--- config.mk ---
export PLATFORM = sky130hd
export DESIGN_NAME = mul_status_reg_flat
export DESIGN_NICKNAME = d
export VERILOG_FILES = /design/src/rtl/mul_status_reg_pkg.sv /design/src/rtl/mul_status_reg_if.sv /design/src/rtl/mul_status_reg_stat_stack.sv /design/src/rtl/mul_status_reg.sv /design/src/flat_wrapper.sv
export SDC_FILE = /design/constraint.sdc
export NUM_CORES = 1
export LEC_CHECK = 0
export CAP_MARGIN = 20
export CORE_MARGIN = 3
export CORE_UTILIZATION = 37
export DETAILED_ROUTE_END_ITERATION = 10
export GPL_ROUTABILITY_DRIVEN = 0
export PLACE_DENSITY_LB_ADDON = 0.2
export SETUP_SLACK_MARGIN = 0.3
export SLEW_MARGIN = 10
export SYNTH_ARGS = -nofsm -noshare
export SYNTH_HDL_FRONTEND = slang
export SYNTH_HIERARCHICAL = 1
export SYNTH_SLANG_ARGS = --single-unit
--- constraint.sdc ---
create_clock -name clk -period 1.91 [get_ports clk]
set_clock_uncertainty 0.05 [all_clocks]
set_input_delay 0.191 -clock clk [delete_from_list [all_inputs] [get_ports clk]]
set_output_delay 0.191 -clock clk [all_outputs]
set_load 0.005 [all_outputs]
--- src/rtl/mul_status_reg_pkg.sv ---
// Shared constants and types for the multiplier status register block.
package mul_stat_pkg;

  // ASTAT multiplier view bit positions
  localparam int ASTAT_MN = 0;
  localparam int ASTAT_MV = 1;

  // STKY view bit positions
  localparam int STKY_MOS = 0;
  localparam int STKY_SSO = 1;
  localparam int STKY_SSE = 2;

  // Decode-stage multiplier class / sub-class encodings
  localparam logic [1:0] CLS_XFER = 2'b00;
  localparam logic [1:0] CLS_PROD = 2'b01;
  localparam logic [1:0] SC_SAT   = 2'b11;

  // One status-stack entry
  typedef struct packed {
    logic mn;
    logic mv;
  } stat_entry_t;

endpackage

--- src/rtl/mul_status_reg_if.sv ---
// Control, flag and universal-register bus signals of mul_status_reg.
interface mul_status_reg_if #(
  parameter int RF_DATASIZE = 16
);
  logic                   ps_mul_en;
  logic [1:0]             ps_mul_cls;
  logic [1:0]             ps_mul_sc;
  logic                   mul_ps_mv;
  logic                   mul_ps_mn;
  logic                   ps_stat_wen;
  logic                   ps_stat_ren;
  logic                   ps_stat_sel;
  logic [RF_DATASIZE-1:0] xb_dt;
  logic                   ps_stat_push;
  logic                   ps_stat_pop;
  logic [RF_DATASIZE-1:0] stat_xb_dt;
  logic                   ps_cond_mv;
  logic                   ps_cond_mn;
  logic                   ps_mos;
  logic                   mul_ovf_evt;

  // Sequencer / multiplier side drives controls and observes status
  modport master (
    output ps_mul_en, ps_mul_cls, ps_mul_sc, mul_ps_mv, mul_ps_mn,
           ps_stat_wen, ps_stat_ren, ps_stat_sel, xb_dt,
           ps_stat_push, ps_stat_pop,
    input  stat_xb_dt, ps_cond_mv, ps_cond_mn, ps_mos, mul_ovf_evt
  );

  // Status register side
  modport slave (
    input  ps_mul_en, ps_mul_cls, ps_mul_sc, mul_ps_mv, mul_ps_mn,
           ps_stat_wen, ps_stat_ren, ps_stat_sel, xb_dt,
           ps_stat_push, ps_stat_pop,
    output stat_xb_dt, ps_cond_mv, ps_cond_mn, ps_mos, mul_ovf_evt
  );
endinterface

--- src/rtl/mul_status_reg_stat_stack.sv ---
// Small LIFO of {MN,MV} entries used across interrupt entry and exit.
// Push and pop together is a no-op; overflow/underflow leave the stack
// untouched and raise err for the caller's sticky bit.
module stat_stack
  import mul_stat_pkg::*;
#(
  parameter int DEPTH = 4
) (
  input  logic        clk,
  input  logic        reset,
  input  logic        push,
  input  logic        pop,
  input  stat_entry_t din,
  output stat_entry_t top,
  output logic        empty,
  output logic        pop_ok,
  output logic        err
);
  localparam int PW = $clog2(DEPTH + 1);

  logic [PW-1:0] ptr_reg;
  stat_entry_t   mem_reg [DEPTH];
  logic          full;
  logic          push_ok;

  assign empty   = (ptr_reg == '0);
  assign full    = (ptr_reg == PW'(DEPTH));
  assign push_ok = push & ~pop & ~full;
  assign pop_ok  = pop & ~push & ~empty;
  assign err     = (push & ~pop & full) | (pop & ~push & empty);

  // Top-of-stack entry, decoded from the pointer without wrap-around
  always_comb begin
    top = '0;
    for (int i = 0; i < DEPTH; i++) begin
      if (ptr_reg == PW'(i + 1)) top = mem_reg[i];
    end
  end

  // Pointer and entry storage
  always_ff @(posedge clk) begin
    if (reset) begin
      ptr_reg <= '0;
      for (int i = 0; i < DEPTH; i++) mem_reg[i] <= '0;
    end else begin
      if (push_ok) ptr_reg <= ptr_reg + 1'b1;
      else if (pop_ok) ptr_reg <= ptr_reg - 1'b1;
      for (int i = 0; i < DEPTH; i++) begin
        if (push_ok && ptr_reg == PW'(i)) mem_reg[i] <= din;
      end
    end
  end

endmodule

--- src/rtl/mul_status_reg.sv ---
// Multiplier status register: execute-aligned MN/MV flags, sticky MOS/SSO,
// status stack and universal-register bus access.
module mul_status_reg
  import mul_stat_pkg::*;
#(
  parameter int RF_DATASIZE = 16,
  parameter int STACK_DEPTH = 4
) (
  input logic              clk,
  input logic              reset,
  mul_status_reg_if.slave  bus
);
  logic        upd_en_reg;
  logic        mn_reg, mv_reg, mos_reg, sso_reg, evt_reg;
  logic        mn_next, mv_next, mos_next, sso_next, evt_next;
  logic        wr_astat, wr_stky, flag_ov;
  logic        stk_empty, stk_pop_ok, stk_err;
  stat_entry_t stk_top, stk_din;
  logic [RF_DATASIZE-1:0] rd_data;

  assign wr_astat = bus.ps_stat_wen & ~bus.ps_stat_sel;
  assign wr_stky  = bus.ps_stat_wen &  bus.ps_stat_sel;
  assign flag_ov  = upd_en_reg & bus.mul_ps_mv;
  assign stk_din  = '{mn: mn_reg, mv: mv_reg};

  stat_stack #(.DEPTH(STACK_DEPTH)) u_stack (
    .clk    (clk),
    .reset  (reset),
    .push   (bus.ps_stat_push),
    .pop    (bus.ps_stat_pop),
    .din    (stk_din),
    .top    (stk_top),
    .empty  (stk_empty),
    .pop_ok (stk_pop_ok),
    .err    (stk_err)
  );

  // Next-state for flags and sticky bits: update beats pop beats bus write
  always_comb begin
    mn_next = mn_reg;
    mv_next = mv_reg;
    if (upd_en_reg) begin
      mn_next = bus.mul_ps_mn;
      mv_next = bus.mul_ps_mv;
    end else if (stk_pop_ok) begin
      mn_next = stk_top.mn;
      mv_next = stk_top.mv;
    end else if (wr_astat) begin
      mn_next = bus.xb_dt[ASTAT_MN];
      mv_next = bus.xb_dt[ASTAT_MV];
    end
    // A same-cycle overflow is OR'd in after the write so it is never lost
    mos_next = (wr_stky ? bus.xb_dt[STKY_MOS] : mos_reg) | flag_ov;
    sso_next = (wr_stky ? bus.xb_dt[STKY_SSO] : sso_reg) | stk_err;
    evt_next = flag_ov & ~mos_reg;
  end

  // Decode-to-execute alignment and architectural state
  always_ff @(posedge clk) begin
    if (reset) begin
      upd_en_reg <= 1'b0;
      mn_reg     <= 1'b0;
      mv_reg     <= 1'b0;
      mos_reg    <= 1'b0;
      sso_reg    <= 1'b0;
      evt_reg    <= 1'b0;
    end else begin
      // MR transfers leave the flags alone; SAT MR, product, accumulate do not
      upd_en_reg <= bus.ps_mul_en &
                    ~(bus.ps_mul_cls == CLS_XFER && bus.ps_mul_sc != SC_SAT);
      mn_reg     <= mn_next;
      mv_reg     <= mv_next;
      mos_reg    <= mos_next;
      sso_reg    <= sso_next;
      evt_reg    <= evt_next;
    end
  end

  // Combinational read mux of the current (pre-edge) register values
  always_comb begin
    rd_data = '0;
    if (bus.ps_stat_ren) begin
      if (bus.ps_stat_sel) begin
        rd_data[STKY_MOS] = mos_reg;
        rd_data[STKY_SSO] = sso_reg;
        rd_data[STKY_SSE] = stk_empty;
      end else begin
        rd_data[ASTAT_MN] = mn_reg;
        rd_data[ASTAT_MV] = mv_reg;
      end
    end
  end

  assign bus.stat_xb_dt  = rd_data;
  assign bus.ps_cond_mv  = mv_reg;
  assign bus.ps_cond_mn  = mn_reg;
  assign bus.ps_mos      = mos_reg;
  assign bus.mul_ovf_evt = evt_reg;

endmodule

--- src/flat_wrapper.sv ---
// flat-port wrapper written by rule: the top's interface ports become plain ports
module mul_status_reg_flat import mul_stat_pkg::*;
#(
  parameter int RF_DATASIZE = 16,
  parameter int STACK_DEPTH = 4
)
  (clk, reset, bus_ps_mul_en, bus_ps_mul_cls, bus_ps_mul_sc, bus_mul_ps_mv, bus_mul_ps_mn, bus_ps_stat_wen, bus_ps_stat_ren, bus_ps_stat_sel, bus_xb_dt, bus_ps_stat_push, bus_ps_stat_pop, bus_stat_xb_dt, bus_ps_cond_mv, bus_ps_cond_mn, bus_ps_mos, bus_mul_ovf_evt);
  mul_status_reg_if #(.RF_DATASIZE(RF_DATASIZE)) bus_i ();
  input logic clk;
  input logic reset;
  input wire logic [$bits(bus_i.ps_mul_en)-1:0] bus_ps_mul_en;
  input wire logic [$bits(bus_i.ps_mul_cls)-1:0] bus_ps_mul_cls;
  input wire logic [$bits(bus_i.ps_mul_sc)-1:0] bus_ps_mul_sc;
  input wire logic [$bits(bus_i.mul_ps_mv)-1:0] bus_mul_ps_mv;
  input wire logic [$bits(bus_i.mul_ps_mn)-1:0] bus_mul_ps_mn;
  input wire logic [$bits(bus_i.ps_stat_wen)-1:0] bus_ps_stat_wen;
  input wire logic [$bits(bus_i.ps_stat_ren)-1:0] bus_ps_stat_ren;
  input wire logic [$bits(bus_i.ps_stat_sel)-1:0] bus_ps_stat_sel;
  input wire logic [$bits(bus_i.xb_dt)-1:0] bus_xb_dt;
  input wire logic [$bits(bus_i.ps_stat_push)-1:0] bus_ps_stat_push;
  input wire logic [$bits(bus_i.ps_stat_pop)-1:0] bus_ps_stat_pop;
  output wire logic [$bits(bus_i.stat_xb_dt)-1:0] bus_stat_xb_dt;
  output wire logic [$bits(bus_i.ps_cond_mv)-1:0] bus_ps_cond_mv;
  output wire logic [$bits(bus_i.ps_cond_mn)-1:0] bus_ps_cond_mn;
  output wire logic [$bits(bus_i.ps_mos)-1:0] bus_ps_mos;
  output wire logic [$bits(bus_i.mul_ovf_evt)-1:0] bus_mul_ovf_evt;
  assign bus_i.ps_mul_en = bus_ps_mul_en;
  assign bus_i.ps_mul_cls = bus_ps_mul_cls;
  assign bus_i.ps_mul_sc = bus_ps_mul_sc;
  assign bus_i.mul_ps_mv = bus_mul_ps_mv;
  assign bus_i.mul_ps_mn = bus_mul_ps_mn;
  assign bus_i.ps_stat_wen = bus_ps_stat_wen;
  assign bus_i.ps_stat_ren = bus_ps_stat_ren;
  assign bus_i.ps_stat_sel = bus_ps_stat_sel;
  assign bus_i.xb_dt = bus_xb_dt;
  assign bus_i.ps_stat_push = bus_ps_stat_push;
  assign bus_i.ps_stat_pop = bus_ps_stat_pop;
  assign bus_stat_xb_dt = bus_i.stat_xb_dt;
  assign bus_ps_cond_mv = bus_i.ps_cond_mv;
  assign bus_ps_cond_mn = bus_i.ps_cond_mn;
  assign bus_ps_mos = bus_i.ps_mos;
  assign bus_mul_ovf_evt = bus_i.mul_ovf_evt;
  mul_status_reg #(.RF_DATASIZE(RF_DATASIZE), .STACK_DEPTH(STACK_DEPTH)) u_core (.clk(clk), .reset(reset), .bus(bus_i));
endmodule
## Word-level counts from Yosys, hierarchy flattened

Memory sizes are Yosys's and may differ from the RTL's.
Index checks and enable logic that the tools add are counted.

| word-level totals | value |
|---|---|
| bits in registers | 9 |
| RAM bits | 8 |
| input port bits | 30 |
| logic and storage cells | 84 |
| memories kept | 1 |

Memories:

| memory | depth | width | read ports | clocked after Yosys merged registers in | wr ports | line | text |
|---|---|---|---|---|---|---|---|
| u_core.u_stack.mem_reg | 4 | 2 | 4 | 0 | 4 | mul_status_reg_stat_stack.sv:22 | `stat_entry_t mem_reg [DEPTH];` |

| operators by class | value |
|---|---|
| $add $sub $neg | 2 |
| eq/ne operators | 5 |
| multiplexer cells | 35 |
| bitwise logic cells | 25 |
| reductions and logical operators | 9 |

Operators with widths:

| kind | count |
|---|---|
| 2-to-1 mux 1 bit | 23 |
| 2-to-1 mux 2 bit | 9 |
| bitwise AND 1 bit | 11 |
| 2-to-1 mux 3 bit | 3 |
| NOT 1 bit | 7 |
| bitwise OR 1 bit | 7 |
| equality test 3 x 2 -> 1 bit, second input constant | 2 |
| logical AND 1 bit | 5 |
| adder 3 x 1 -> 3 bit, second input constant | 1 |
| equality test 3 x 1 -> 1 bit, second input constant | 1 |
| equality test 3 bit, second input constant | 1 |
| zero test 3 bit | 1 |
| nonzero test 3 bit | 1 |
| subtractor 3 x 1 -> 3 bit, second input constant | 1 |
| zero test 2 bit | 1 |
| != test 2 bit, second input constant | 1 |
| nonzero test 2 bit | 1 |

## Logic depth before layout (Yosys ltp)

| depth | value |
|---|---|
| depth in word-level cells | 8 |
| depth in mapped cells | 8 |

## By module

Netlist, hierarchy kept.

Modules (own cells, without submodules):

| module | times used | cells an instance | area an instance (um^2) | sequential area each (um^2) |
|---|---|---|---|---|
| stat_stack | 1 | 72 | 716.9 | 300.3 |
| mul_status_reg | 1 | 47 | 417.9 | 120.1 |

## Least setup slack after synthesis

OpenSTA, ideal clock, no wires.

| timing | value |
|---|---|
| path type | register to register |
| from | register u_core.u_stack.ptr_reg[0] |
| to | register u_core.mn_reg, in the netlist u_core/bus.ps_cond_mn |
| setup time | 0.123 ns |
| arrival time | 1.669 ns |
| data required time | 1.737 ns |
| setup slack | 0.067 ns |
| stages on the path, launching flop included | 9 |
| path through | dfxtp_1 -> inv_1 -> ha_1 -> nand2_2 -> inv_2 -> nor2_2 -> mux2_1 -> o221ai_1 -> a21oi_1 |

RTL lines:

| item | line | text |
|---|---|---|
| start: declaration | mul_status_reg_stat_stack.sv:21 | `logic [PW-1:0] ptr_reg;` |
| start signal: assignment | mul_status_reg_stat_stack.sv:46 | `if (push_ok) ptr_reg <= ptr_reg + 1'b1;` |
| start signal: assignment | mul_status_reg_stat_stack.sv:47 | `else if (pop_ok) ptr_reg <= ptr_reg - 1'b1;` |
| zero test 3 bit (*) | mul_status_reg_stat_stack.sv:26 | `assign empty = (ptr_reg == '0);` |
| via u_core.stk_empty | mul_status_reg.sv:17 | `logic stk_empty, stk_pop_ok, stk_err;` |
| NOT 1 bit (*) | mul_status_reg_stat_stack.sv:29 | `assign pop_ok = pop & ~push & ~empty;` |
| bitwise AND 1 bit (*) | mul_status_reg_stat_stack.sv:29 |  |
| via u_core.stk_pop_ok | mul_status_reg.sv:17 |  |
| 2-to-1 mux 1 bit | mul_status_reg.sv:45 | `end else if (stk_pop_ok) begin` |
| 2-to-1 mux 1 bit | mul_status_reg.sv:42 | `if (upd_en_reg) begin` |
| end signal: assignment | mul_status_reg.sv:71 | `mn_reg <= mn_next;` |
| end: declaration | mul_status_reg.sv:14 | `logic mn_reg, mv_reg, mos_reg, sso_reg, evt_reg;` |

Mark *: on every way through the listed nets, which the timed path passes. The rest lies on a longest branch.
A chain may end at the register's enable or synchronous reset.

==> summary.md <==
| Metric | Value |
|---|---|
| Status | finished clean |
| Min-Delay Path Class | flip-flop to flip-flop |
| Fin crit period | 1.91 ns |
| # hold bufs at CTS | 0 |
| Vert. Die Dim | 61.4 um |
| Seq/Total Area, Yosys | 37.0% |
| Syn Area/Cell | 9.54 um2 |
| Worst-path fanout max | 6 |
| Routed Antenna Nets | 0 |
| Synth cell types | 37 |
| Final hold slack | 0.401 ns |
| Asr flop ratio synth | 0% |
| I/O Buffers | 22 |
| Post-layout util | 56.8% |
| Global-route wire length before repair | 3860 um |
| Post-route cell area | 1610 um2 |
| Max-cap viol count | 0 |
| Crit share post-route | 100% |
| WS Path Type | flip-flop to flip-flop |
| Via/cell ratio | 5.15 |
| Layout cells sized above 1 | 29.7% |
| DP Wirelength | 1900 um |
| CTS root buffer | clkbuf_4 |
| Top post-synthesis cells by area | edfxtp_1, dfxtp_1, buf_4 |
| Initial core utilization | 40.1% |
| Worst-Skew Late Latency | 0.29 ns |
| Tot GR Track Use | 14.0% |
| Residual DRC | 0 |
| WP data arrival | 2.04 ns |
| Layout Nets | 192 |
| H-tree Lvls | 1 |
| Mapped cell area | 1130 um2 |
| Peak Freq | 524 MHz |
| Initial antenna violation count | 0 |
| Clock net sink count | 17 |
| RSZ-0062 raised after global routing | true |
| Startpoint Class | flip-flop |
| Grt total ovfl | 0 |
| Top cell type by total area after synthesis | edfxtp_1 |
| Static leakage | 0.000641 uW |
| Hold Vio Cnt, Final | 0 |
| Top FF cell, synth | dfxtp_1 |
| # rows | 19 |
| Max VDD drop | 0.365 mV |
| DR vias | 958 |
| 1st-pass router iterations | 5 |
| Synth Instances | 119 |
| TNS Setup | 0 ns |
| Post-synth top area share | 21.2% |
| Yosys warning total | 6 |
| Clk buf depth | 2 |
| Top-count cell post-synth | buf_4 |
| Largest net degree at the start of global routing | 12 |
| IO Pins | 50 |
| Vias in the first global route | 900 |
| Pwr Density | 610 nW/um2 |
| Max-slew violations | 0 |
| Setup violators final | 0 |
| Max reg flops | 8 |
| Top cells by count, synth | buf_4, dfxtp_1, nor2_1, nor2b_1, edfxtp_1 |
| Inserted Clock Buffers | 3 |
| Die area | 3770 um2 |
| Critical Path End Type | flip-flop |
| # diodes | 0 |
| Area after DPL | 1470 um2 |
| EDFF count, synth | 8 |
| Routed wire length | 2490 um |
| CTS tree | done |
| Core Area | 2830 um2 |
| Total Power | 981 uW |
| FF+latch count, synth | 17 |
| Area Growth Syn to Fin | 41.7% |
| Die X | 61.4 um |
| Wire per inst | 13.4 um |
| Initial drt markers | 39 |
| CTS clk-pin slew, worst paths | 0.10 ns |
| Critical Path RT | 2.04 ns |
==> routing by layer <==
| layer | GRT usage, % | wire length (um) | vias to the layer above |
|---|---|---|---|
| met3 | 2.52 | 118 | 2 |
| li1 | - | - | 478 |
| met4 | 5.45 | 18 | 0 |
| met5 | 0 | 0 | - |
| met2 | 24.2 | 1240 | 33 |
| met1 | 17.2 | 1110 | 445 |
==> timing repair <==
item,4_1_cts,5_1_grt
pin swaps,8,1
endpoints found under the setup margin,5,11
gates resized for setup,14,7
buffers inserted,7,0
==> through the flow <==
| step | cells | worst slack, ns |
|---|---|---|
| floorplan | 131 | 0.226 |
| global placement | 175 | 0.0659 |
| detailed placement | 175 | 0.0626 |
| CTS | 186 | 0.0165 |
| global route | 186 | -0.0703 |
| finish | 186 | 0.000408 |
==> path summary, 6_finish.rpt <==
| kind | from | to | slack [ns] | cells after the start |
|---|---|---|---|---|
| hold / removal | u_core/bus.ps_mos | u_core/bus.mul_ovf_evt | 0.40 | 1 |
| setup reg to reg | u_core/u_stack/ptr_reg[0] | u_core/bus.ps_cond_mn | 0.0004 | 9 |
| setup / recovery | u_core/u_stack/ptr_reg[0] | u_core/bus.ps_cond_mn | 0.0004 | 9 |
| hold reg to reg | u_core/bus.ps_mos | u_core/bus.mul_ovf_evt | 0.40 | 1 |
==> kinds of logic after synthesis <==
logic type | share of synthesized area, %
and+or+nand+nor | 24.6
AOI/OAI and AO/OA | 15.9
buffers and inverters | 10.9
DFF | 37.0
adders and majority gates | 6.62
muxes | 4.63
other | 0.330
==> placed cells by master, fill, tap and decap left out, drive strengths merged, types with 3 or more instances in the layout <==
cell type and count:
ha 6, or2b 3, nor3b 3, nand2 7, clkdlybuf4s50 18, nand2b 3
a221oi 3, inv 4, clkbuf 5, nor3 5, mux2i 3, nor2 10
edfxtp 8, dfxtp 9, conb 13, nor2b 9, a211oi 4, a21oi 4
buf 13
==> worst max-delay path, cell delays in order (launching register included) <==
cell      delay [ns]
dfxtp_4         0.38
buf_12          0.13
ha_4            0.16
ha_4            0.17
nor2b_4         0.12
a32oi_1         0.17
o31ai_2         0.12
mux2_4          0.27
o221ai_2        0.17
a21oi_2         0.07
==> area by class of cell <==
class	count	area, um2
repair buffers	35	333
flip-flops and latches	17	435
well taps	31	38.8
multi-input cells	95	752
inverters	4	22.5
clock buffers	4	26.3
fillers	247	1220
==> where the power goes <==
group	leakage [uW]	internal, uW	switching (uW)
logic	0.000466	187	169
clock network	0.0000150	81.1	114
registers	0.000160	409	21.0
Note: power is estimated with default switching activity, not from simulation.
